<file path="config.mk">
export PLATFORM = sky130hd
export DESIGN_NAME = if_pc_redirect
export DESIGN_NICKNAME = d
export VERILOG_FILES = /design/src/rtl/if_pc_redirect.sv
export SDC_FILE = /design/constraint.sdc
export NUM_CORES = 1
export LEC_CHECK = 0
export BUFFER_PORTS_ARGS = -buffer_cell sky130_fd_sc_hd__buf_2
export CAP_MARGIN = 0
export CORE_MARGIN = 1.5
export CORE_UTILIZATION = 25
export CTS_BUF_LIST = sky130_fd_sc_hd__clkbuf_2
export CTS_CLUSTER_DIAMETER = 80
export DETAILED_ROUTE_END_ITERATION = 8
export PLACE_DENSITY = 0.55
export SETUP_SLACK_MARGIN = 0.4
export SLEW_MARGIN = 0
export SYNTH_ARGS = -nofsm -noshare
export SYNTH_HDL_FRONTEND = slang
export SYNTH_SLANG_ARGS = --single-unit
</file>
<file path="constraint.sdc">
create_clock -name clk -period 2 [get_ports clk]
set_input_delay 0.1 -clock clk [delete_from_list [all_inputs] [get_ports clk]]
set_output_delay 0.1 -clock clk [all_outputs]
set_load 0.05 [all_outputs]
</file>
<file path="src/rtl/if_pc_redirect.sv">
// Fetch PC register with ID-stage redirect, buffered across slow imem fetches.
// DELAY_SLOT_EN: keep the instruction after a branch (MIPS delay slot), no flush.
module if_pc_redirect #(
  parameter logic [31:0] RESET_PC = 32'h0000_3000,
  parameter int          PC_W     = 32
) (
  input  logic            clk,
  input  logic            rst,
  input  logic            stall,
  input  logic            br_valid,
  input  logic            br_taken,
  input  logic            is_jump,
  input  logic [PC_W-1:0] br_target,
  input  logic            imem_ready,
  output logic            imem_req,
  output logic [PC_W-1:0] pc,
  output logic [PC_W-1:0] pc_plus4,
  output logic            if_flush,
  output logic            redirect_pending
);

  localparam logic [0:0] RUN  = 1'b0;
  localparam logic [0:0] PEND = 1'b1;

`ifdef DELAY_SLOT_EN
  localparam logic KEEP_SLOT = 1'b1;
`else
  localparam logic KEEP_SLOT = 1'b0;
`endif

  logic [0:0]      state_q, state_d;
  logic [PC_W-1:0] pc_q, pc_d;
  logic [PC_W-1:0] pend_q, pend_d;
  logic [PC_W-1:0] target;
  logic            redirect;
  logic            flush;

  assign redirect = ~stall & br_valid & (is_jump | br_taken);
  assign target   = {br_target[PC_W-1:2], 2'b00};

  always_comb begin
    state_d = state_q;
    pc_d    = pc_q;
    pend_d  = pend_q;
    flush   = 1'b0;
    unique case (state_q)
      RUN: begin
        if (redirect) begin
          if (imem_ready) begin
            pc_d  = target;
            flush = 1'b1;
          end else begin
            pend_d  = target;
            state_d = PEND;
          end
        end else if (imem_ready & ~stall) begin
          pc_d = pc_plus4;
        end
      end
      PEND: begin
        // Completes even under stall: flush overrides stall at IF/ID
        if (imem_ready) begin
          pc_d    = pend_q;
          flush   = 1'b1;
          state_d = RUN;
        end
      end
      default: state_d = RUN;
    endcase
  end

  always_ff @(posedge clk) begin
    if (rst) begin
      state_q <= RUN;
      pc_q    <= RESET_PC[PC_W-1:0];
      pend_q  <= '0;
    end else begin
      state_q <= state_d;
      pc_q    <= pc_d;
      pend_q  <= pend_d;
    end
  end

  assign pc               = pc_q;
  assign pc_plus4         = pc_q + PC_W'(4);
  assign imem_req         = ~rst;
  assign if_flush         = ~rst & flush & ~KEEP_SLOT;
  assign redirect_pending = ~rst & (state_q == PEND);

endmodule
</file>
==> impl_metrics.tcl, run 1 <==
set metrics [dict create \
    status "finished with violations" \
    violations "negative setup slack" \
    power_density_nw_per_um2 446 \
    synth_ff_type "dfxtp_1" \
    rsz0062_at_grt "yes" \
    worstSetupStartpointType "flip-flop" \
    setup_ws_ns -0.586 \
    fp.dieH_um 123 \
    clockBufferDepth 2 \
    clock.fmax_mhz 387 \
    synth_cell_type_count 62 \
    top_usage_layer "met2" \
    final_area_sq_um 6690 \
    period_share 1.29 \
    finalSetupViolations 31 \
    synth.largest_area_cell "dfxtp_1" \
    use_met2 0.342 \
    ys_top_cells_by_area "dfxtp_1 (34%), nand2_1 (8.8%), a21oi_1 (7.5%)" \
    dr.pass1.iters 4 \
    cp_max_fo 5 \
    yosysSeqAreaShare 0.341 \
    overflow 0 \
    synth_cells 469 \
    synth_edf_count 0 \
    ioPinCount 106 \
    hp-class "input port to flip-flop" \
    cts_root_buf "clkbuf_2" \
    period_needed_ns 2.59 \
    drive_gt1_frac 0.490 \
    routed_wl_um 14900 \
    routabilityCongestion 0.800 \
    syn_area_per_cell_sq_um 7.64 \
    worst_slew_pin_slew_ns 0.559 \
    ys_ff_latch 61 \
    num_antenna_cells 0 \
    wire_per_inst_um 17.1 \
    ant_nets 0 \
    drt-vias-per-instance 5.12 \
    fin_nets 723 \
    io_buffer_count 99 \
    hold_slack_ns 0.0400 \
    initial_core_util 0.257 \
    use_met3 0.0283 \
    synthToLayoutAreaGrowth_pct 86.8 \
    end_kind "output pin" \
    core_sq_um 13900 \
    hold_violations 0 \
    vias 4447 \
    finalSetupTns_ns -8.68 \
    core.rowCount 43 \
    maxCapViolCount 0 \
    fp.dieArea_sq_um 15100 \
    synth-async-reset-ratio 0 \
    fin_skew_ns 0.0238 \
    drc_errors 0 \
    dp_slack_ns -0.150 \
    hpwl_um 10000 \
    maxSlewViolCount 0 \
    ys_warn_count 0 \
    grt_pass1_vias 4481 \
    cts.reportedPaths.clkPinSlew_ns 0.18 \
    htreeDepth 3 \
    nFillCells 1289 \
    cts_buffers 9 \
    critPathKind "flip-flop to output pin" \
    cts.sink_count 61 \
    grt_start_max_net_pins 46 \
    dpl_cell_area_sq_um 5190 \
    total_power_mw 2.99 \
    regArea_sq_um 1300 \
    peakVddDrop_mv 0.203 \
    gr-usage-all-layers 0.202 \
    worstSkewPairLatency_ns 0.52 \
    multiInputGateArea_sq_um 2990 \
    use_met1 0.256 \
    synth_top_cell_area_share 0.341 \
    worst-endpoint-required_ns 1.90 \
    worstPathArrival_ns 2.49 \
    drtIter0Drc 344 \
    grt_pass1_wl_um 23300 \
    die_w_um 123 \
    cts_tree "done" \
    relSlewSlack 0.626 \
    netlist_area_sq_um 3580 \
    antenna_found_initial 0 \
    power.leakage_nw 2.82 \
]
## synth_stat cells (all sizes together) (6+ instances only)
master / count
a21oi: 54
mux2i: 9
nand3: 16
nor3: 9
o211ai: 9
xnor2: 14
o21ai: 19
nor4: 12
and3: 8
nor2: 22
nand2: 84
xor2: 10
or3: 6
dfxtp: 61
clkbuf: 32
buf: 8
a31oi: 6
nand4: 10
## layout make-up
type | count | share of cell area
Sequential cell | 61 | 0.194
Clock buffer | 12 | 0.00898
Tap cell | 180 | 0.0337
Multi-Input combinational cell | 365 | 0.447
Inverter | 6 | 0.00449
Clock inverter | 4 | 0.00262
Timing Repair Buffer | 240 | 0.309
## per-layer routing
layer	part of all wire	up-vias
met5	0	-
met4	0.017	0
met3	0.051	22
met2	0.49	136
met1	0.44	2164
li1	-	2125
## cell usage in the layout (no fill, tap or decap), drive strengths merged, types with 6 or more instances in the layout
cell type | Yosys | layout
xor2 | 10 | 10
nor3 | 9 | 9
nor4 | 12 | 12
a31oi | 6 | 6
nand2 | 84 | 84
and3 | 8 | 8
a21oi | 54 | 54
or3 | 6 | 6
dlygate4sd3 | 0 | 32
mux2i | 9 | 9
o21ai | 19 | 19
nor2 | 22 | 22
nand4 | 10 | 10
xnor2 | 14 | 14
buf | 8 | 208
dfxtp | 61 | 61
clkbuf | 32 | 12
o211ai | 9 | 9
nand3 | 16 | 16
## registers in the layout, summed over array words and instances (netlist names)
| name | flops |
|---|---|
| pc | 30 |
| pend_q | 30 |
| state_q | 1 |
## cell families (layout without fill, tap and decap cells)
group                    count (synthesis)  in the layout  synth area share
AO/OA/AOI/OAI                          136            136             0.248
other                                    1              4           0.00105
multiplexers                            10             10            0.0283
flip-flops                              61             61             0.341
AND/OR/NAND/NOR                        190            190             0.261
buffers and inverters                   46            262            0.0559
XOR/XNOR                                24             24            0.0608
adder cells (fa/ha/maj)                  1              1           0.00349
## worst paths after layout
check | from | end | slack (ns) | depth (start not counted)
max | pc[18] | pc_plus4[27] | -0.59 | 6
min reg2reg | pend_q[19] | pend_q[19] | 0.46 | 2
min | stall | pc[17] | 0.04 | 4
max reg2reg | pc[6] | pc[26] | -0.11 | 8
## where the power goes
| group | total (mW) | internal, mW | switching, mW | leakage, nW |
|---|---|---|---|---|
| registers | 1.30 | 1.26 | 0.0427 | 0.511 |
| logic | 1.04 | 0.405 | 0.631 | 2.25 |
| clock network | 0.647 | 0.168 | 0.479 | 0.0608 |
## stage by stage
stage               std cells   util
floorplan                 472      -
global placement          776  0.373
detailed placement        776  0.373
CTS                       844  0.449
global route              868  0.480
finish                    868  0.480
## repair_timing
item,4_1_cts,5_1_grt
pin swaps,38,31
endpoints found under the hold margin,45,0
setup buffers,20,24
gates resized for setup,135,46
setup endpoints to repair,61,80
hold buffers,32,0
## worst max-delay path, stage by stage (launching register included)
cell and delay, ns:
dfxtp_4 0.38, nand4_1 0.22, or4_4 0.50, buf_6 0.15, o31a_4 0.32, or2_4 0.25
buf_8 0.15
Power figures use the tool's default switching activity.
==> run 2, diff against run 1 <==
- ABC_AREA: unset -> 1
- CTS_CLUSTER_DIAMETER: 80 -> unset
==> impl_metrics.tcl, run 2 <==
set metrics [dict create \
    p_sw_frac 0.361 \
    drc_errors 0 \
    routabilityCongestion 0.800 \
    final_area_sq_um 6140 \
    routed_wl_um 13900 \
    fp.dieH_um 125 \
    power_density_nw_per_um2 522 \
    synthTopCellsByCount "nand2_1 (176), a21oi_1 (81), inv_1 (65)" \
    synth_most_common_cell "nand2_1" \
    core.rowCount 44 \
    maxCapViolCount 0 \
    dpl_cell_area_sq_um 4760 \
    wl_met2_um 6490 \
    cts_root_buf "clkbuf_2" \
    synth.largest_area_cell "dfxtp_1" \
    drtIter0Drc 183 \
    cp_max_fo 5 \
    hold_violations 0 \
    instances_no_fill 943 \
    hold_slack_ns 0.0646 \
    synthToLayoutAreaGrowth_pct 64.2 \
    dr.pass1.iters 4 \
    nFillCells 1516 \
    cts.reportedPaths.clkPinSlew_ns 0.21 \
    maxSlewViolCount 0 \
    cts.sink_count 61 \
    reg2reg_from "pc[2]" \
    min_to "pc[5]" \
    finalSetupViolations 26 \
    regArea_sq_um 1300 \
    min_from "stall" \
    hpwl_um 9010 \
    worst_r2r_endpoint "pc[24]" \
    power.clock.fraction 0.287 \
    final_common_cell "nand2_1" \
    syn_area_per_cell_sq_um 6.30 \
    antenna_found_initial 0 \
    p_sw_mw 1.16 \
    layout_common_cells "nand2_1 (142), a21oi_1 (80), buf_2 (66)" \
    overflow 0 \
    wl_met3_um 798 \
    synth_cells 593 \
    grt_pass1_wl_um 22100 \
    period_needed_ns 2.17 \
    worstSetupStartpointType "flip-flop" \
    setup_ws_ns -0.170 \
    internal_power_mw 2.05 \
    hp-class "input port to flip-flop" \
    ff2ff_path_depth 12 \
    relSlewSlack 0.659 \
    grt_start_max_net_pins 46 \
    ys_top_cells_by_area "dfxtp_1 (33%), nand2_1 (18%), a21oi_1 (11%)" \
    htreeDepth 3 \
    worst-endpoint-required_ns 1.90 \
    fin_skew_ns 0.0427 \
    peakVddDrop_mv 0.244 \
    ys_warn_count 0 \
    clockBufferDepth 2 \
    worst_slew_pin_slew_ns 0.512 \
    synth-async-reset-ratio 0 \
    netlist_area_sq_um 3740 \
    multiInputGateArea_sq_um 2660 \
    drive_gt1_frac 0.402 \
    io_buffer_count 99 \
    ant_nets 0 \
    dp.cells 857 \
    vias 4287 \
    die_w_um 125 \
    worstSkewPairLatency_ns 0.58 \
    finalSetupTns_ns -2.38 \
    rsz0062_at_grt "yes" \
    utilization 0.421 \
    fp.dieArea_sq_um 15700 \
    ys_ff_latch 61 \
    hold_depth 5 \
    period_share 1.09 \
    r2r_slack_ns 0.32 \
    fin_nets 794 \
    worstPathArrival_ns 2.07 \
    drt-vias-per-instance 4.55 \
    cts_buffers 9 \
    gr-usage-all-layers 0.180 \
    violations "negative setup slack" \
    num_antenna_cells 0 \
    top_layer "met4" \
    critPathKind "flip-flop to output pin" \
    clock.fmax_mhz 461 \
    synth_ff_type "dfxtp_1" \
    synth_edf_count 0 \
    initial_core_util 0.256 \
    met1_length_um 6400 \
    status "finished with violations" \
    ioPinCount 106 \
    power.leakage_nw 2.68 \
    synth_top_cell_area_share 0.327 \
    end_kind "output pin" \
    grt_pass1_vias 4054 \
    core_sq_um 14600 \
    comb_power_share 0.294 \
    yosysSeqAreaShare 0.327 \
    wire_per_inst_um 14.7 \
    pwr-share-seq 0.419 \
    synth_cell_type_count 32 \
    cts_tree "done" \
]
==> run 2: cell types whose count changed after synthesis, sizes merged, moves of 12 or more <==
cell	delta
a21oi	+34
clkbuf	-12
inv	+64
nand2	+98
nor2	+19
nor4	-12
o21ai	+31
==> run 2: stage by stage <==
step	total power, mW	setup slack [ns]
6_report	3.20	-0.170
5_1_grt	3.37	-0.323
4_1_cts	3.23	-0.271
3_5_place_dp	2.11	0.189
3_3_place_gp	2.11	0.214
2_1_floorplan	1.91	0.135
==> run 2: what timing repair did <==
action,in CTS,in global routing
gates cloned,2,0
hold buffers,32,0
endpoints found under the setup margin,46,62
gates resized for setup,139,21
pin swaps,44,25
setup buffers,32,4
hold endpoints to repair,61,0
==> run 2: power by group through the flow <==
stage | combinational (mW) | sequential, mW | clock [mW]
2_1_floorplan | 0.440 | 1.47 | 0
3_3_place_gp | 0.731 | 1.38 | 0
3_5_place_dp | 0.733 | 1.38 | 0
4_1_cts | 0.933 | 1.34 | 0.957
5_1_grt | 1.01 | 1.35 | 1.01
6_report | 0.943 | 1.34 | 0.919
==> run 2: worst max-delay path: stages (launching register included) <==
cell	delay (ns)
dfxtp_4	0.42
ha_4	0.18
nand2_4	0.06
nor2_4	0.09
nand2_2	0.08
nor2_4	0.17
nand2_1	0.07
nand2_1	0.10
and2_4	0.18
buf_8	0.14
==> run 2: layer usage <==
metal | GRT usage | vias up
li1 | - | 2206
met1 | 0.238 | 1954
met2 | 0.291 | 111
met3 | 0.0458 | 16
met4 | 0.0515 | 0
met5 | 0 | -
==> run 2: kinds of logic after synthesis <==
group / Yosys count / synth area share
AO/OA/AOI/OAI: 149 / 0.214
XOR/XNOR: 14 / 0.0348
adder cells (fa/ha/maj): 1 / 0.00335
buffers and inverters: 102 / 0.108
flip-flops: 61 / 0.327
other: 1 / 0.00100
AND/OR/NAND/NOR: 265 / 0.312
==> run 2: worst max path at each step <==
stage | startpoint | end | slack, ns | cells after the start
floorplan | pc[2] | pc[27] | 0.14 | 10
global placement | pc[2] | pc_plus4[22] | 0.21 | 9
detailed placement | pc[2] | pc_plus4[22] | 0.19 | 9
CTS | pc[2] | pc_plus4[19] | -0.27 | 9
global route | pc[2] | pc_plus4[22] | -0.32 | 9
finish | pc[2] | pc_plus4[22] | -0.17 | 9
==> run 2: cell type report <==
cell class,count,area share
repair buffers,179,0.252
inverters,70,0.0446
clock inverters,5,0.0124
clock buffers,11,0.00897
multi-input cells,433,0.433
flip-flops and latches,61,0.212
well taps,184,0.0375
==> run 3, diff against run 2 <==
- CELL_PAD_IN_SITES_DETAIL_PLACEMENT: unset -> 0
- CELL_PAD_IN_SITES_GLOBAL_PLACEMENT: unset -> 1
- PLACE_DENSITY: 0.55 -> 0.71
==> impl_metrics.tcl, run 3 (synthesis results as in run 2) <==
set metrics [dict create \
    status "finished with violations" \
    violations "negative setup slack" \
    fp.dieH_um 125 \
    top_layer "met4" \
    crit_top_cell "buf_6" \
    worstSkewPairLatency_ns 0.56 \
    routabilityCongestion 0.830 \
    setup_ws_ns -0.119 \
    clockBufferDepth 2 \
    slowest_delay_ns 0.42 \
    cp_max_fo 4 \
    final_area_sq_um 6320 \
    maxSlewViolCount 0 \
    wire_per_inst_um 14.7 \
    wl_met3_um 737 \
    cts_tree "done" \
    layout_common_cells "nand2_1 (135), a21oi_1 (80), buf_2 (67)" \
    rsz0062_at_grt "yes" \
    core.rowCount 44 \
    wl_met2_um 6740 \
    drtIter0Drc 249 \
    hpwl_um 9150 \
    internal_power_mw 1.80 \
    relSlewSlack 0.662 \
    fin_nets 811 \
    fp.dieArea_sq_um 15700 \
    met1_length_um 6220 \
    fin_skew_ns 0.0198 \
    end_kind "output pin" \
    worstPathArrival_ns 2.02 \
    initial_core_util 0.256 \
    ant_nets 0 \
    grt_pass1_wl_um 22600 \
    pwr-share-seq 0.453 \
    die_w_um 125 \
    critPathKind "flip-flop to output pin" \
    peakVddDrop_mv 0.207 \
    grt_start_max_net_pins 61 \
    vias 4428 \
    worstSetupStartpointType "flip-flop" \
    dr.pass1.iters 5 \
    hp-class "input port to flip-flop" \
    worst_slew_pin_slew_ns 0.507 \
    cts_root_buf "clkbuf_2" \
    power.leakage_nw 2.76 \
    gr-usage-all-layers 0.182 \
    synthToLayoutAreaGrowth_pct 69.0 \
    hold_violations 0 \
    comb_power_share 0.329 \
    dpl_cell_area_sq_um 4760 \
    final_common_cell "nand2_1" \
    cts_buffers 9 \
    drt-vias-per-instance 4.61 \
    ioPinCount 106 \
    p_sw_mw 1.15 \
    worst-endpoint-required_ns 1.90 \
    antenna_found_initial 1 \
    dp.cells 856 \
    core_sq_um 14600 \
    power_density_nw_per_um2 468 \
    power.clock.fraction 0.218 \
    overflow 0 \
    total_power_mw 2.95 \
    htreeDepth 3 \
    cp_cell_sequence "ha_4 -> nand2_4 -> nor2_4 -> nand2_2 -> buf_4 -> buf_6 -> xnor2_4 -> buf_6" \
    drc_errors 0 \
    clock.fmax_mhz 472 \
    critPathSlowestCell "dfxtp_4" \
    instances_no_fill 961 \
    routed_wl_um 14100 \
    period_needed_ns 2.12 \
    cts.sink_count 61 \
    period_share 1.06 \
    p_sw_frac 0.391 \
    drive_gt1_frac 0.433 \
    cts.reportedPaths.clkPinSlew_ns 0.17 \
    maxCapViolCount 0 \
    io_buffer_count 99 \
    grt_pass1_vias 4261 \
    finalSetupViolations 20 \
]
-- run 3: changes by cell type in the layout (fill, tap and decap cells not counted), sizes merged --
cell and delta:
clkbuf -1, diode +1, dlygate4sd3 +1, bufinv -2, clkinv +3, buf +16
-- run 3: what timing repair did --
item | 4_1_cts | 5_1_grt
endpoints found under the hold margin | 61 | 0
cloned | 2 | 0
setup buffers | 33 | 20
gates resized for setup | 139 | 49
pin swaps | 33 | 43
endpoints found under the setup margin | 43 | 45
hold buffers | 33 | 0
-- run 3: cell type report --
type                       instances  area, sq um
antenna                            1         2.50
clock buffer                      10         50.0
clock inverter                     6         30.0
fill                            1493         8270
inverter                          70          274
multi-input combinational        433         2720
sequential                        61         1310
tap                              184          230
timing repair buffer             196         1700
-- run 3: metal layers --
layer,GRT usage,up-vias
met1,0.234,2034
met4,0.0856,0
met3,0.0364,27
li1,-,2236
met5,0,-
met2,0.294,131
-- run 3: path summary, 6_finish.rpt --
kind / from / end / slack (ns) / depth (start not counted)
worst min-delay path: rst / pc[25] / 0.08 / 3
worst min register to register: pend_q[3] / pend_q[3] / 0.46 / 2
worst max register to register: pc[2] / pc[22] / -0.06 / 18
worst max-delay path: pc[2] / pc_plus4[10] / -0.12 / 8
-- run 3: through the flow --
step                      TNS [ns]  hold WS (ns)  worst slack [ns]   util
final                       -0.947        0.0779            -0.119  0.433
after global routing         -4.06        0.0518            -0.230  0.433
after CTS                    -2.11        0.0169            -0.173  0.410
after detailed placement         0         0.285             0.199  0.327
after global placement           0         0.286             0.224  0.327
after floorplan                  0         0.179             0.135      -
-- run 3: power groups by stage --
stage	clock network (mW)	logic (mW)	registers (mW)
2_1_floorplan	0	0.440	1.47
3_3_place_gp	0	0.730	1.38
3_5_place_dp	0	0.738	1.38
6_report	0.643	0.973	1.34
4_1_cts	0.678	0.935	1.34
5_1_grt	0.725	1.04	1.35
-- run 3: critical path: cells and delay by family, from the launching register on --
| family | cells | cell delay (ns) |
|---|---|---|
| xor+xnor | 1 | 0.20 |
| fa+ha+maj | 1 | 0.17 |
| buf+inv | 3 | 0.45 |
| flops | 1 | 0.42 |
| simple gates | 3 | 0.23 |
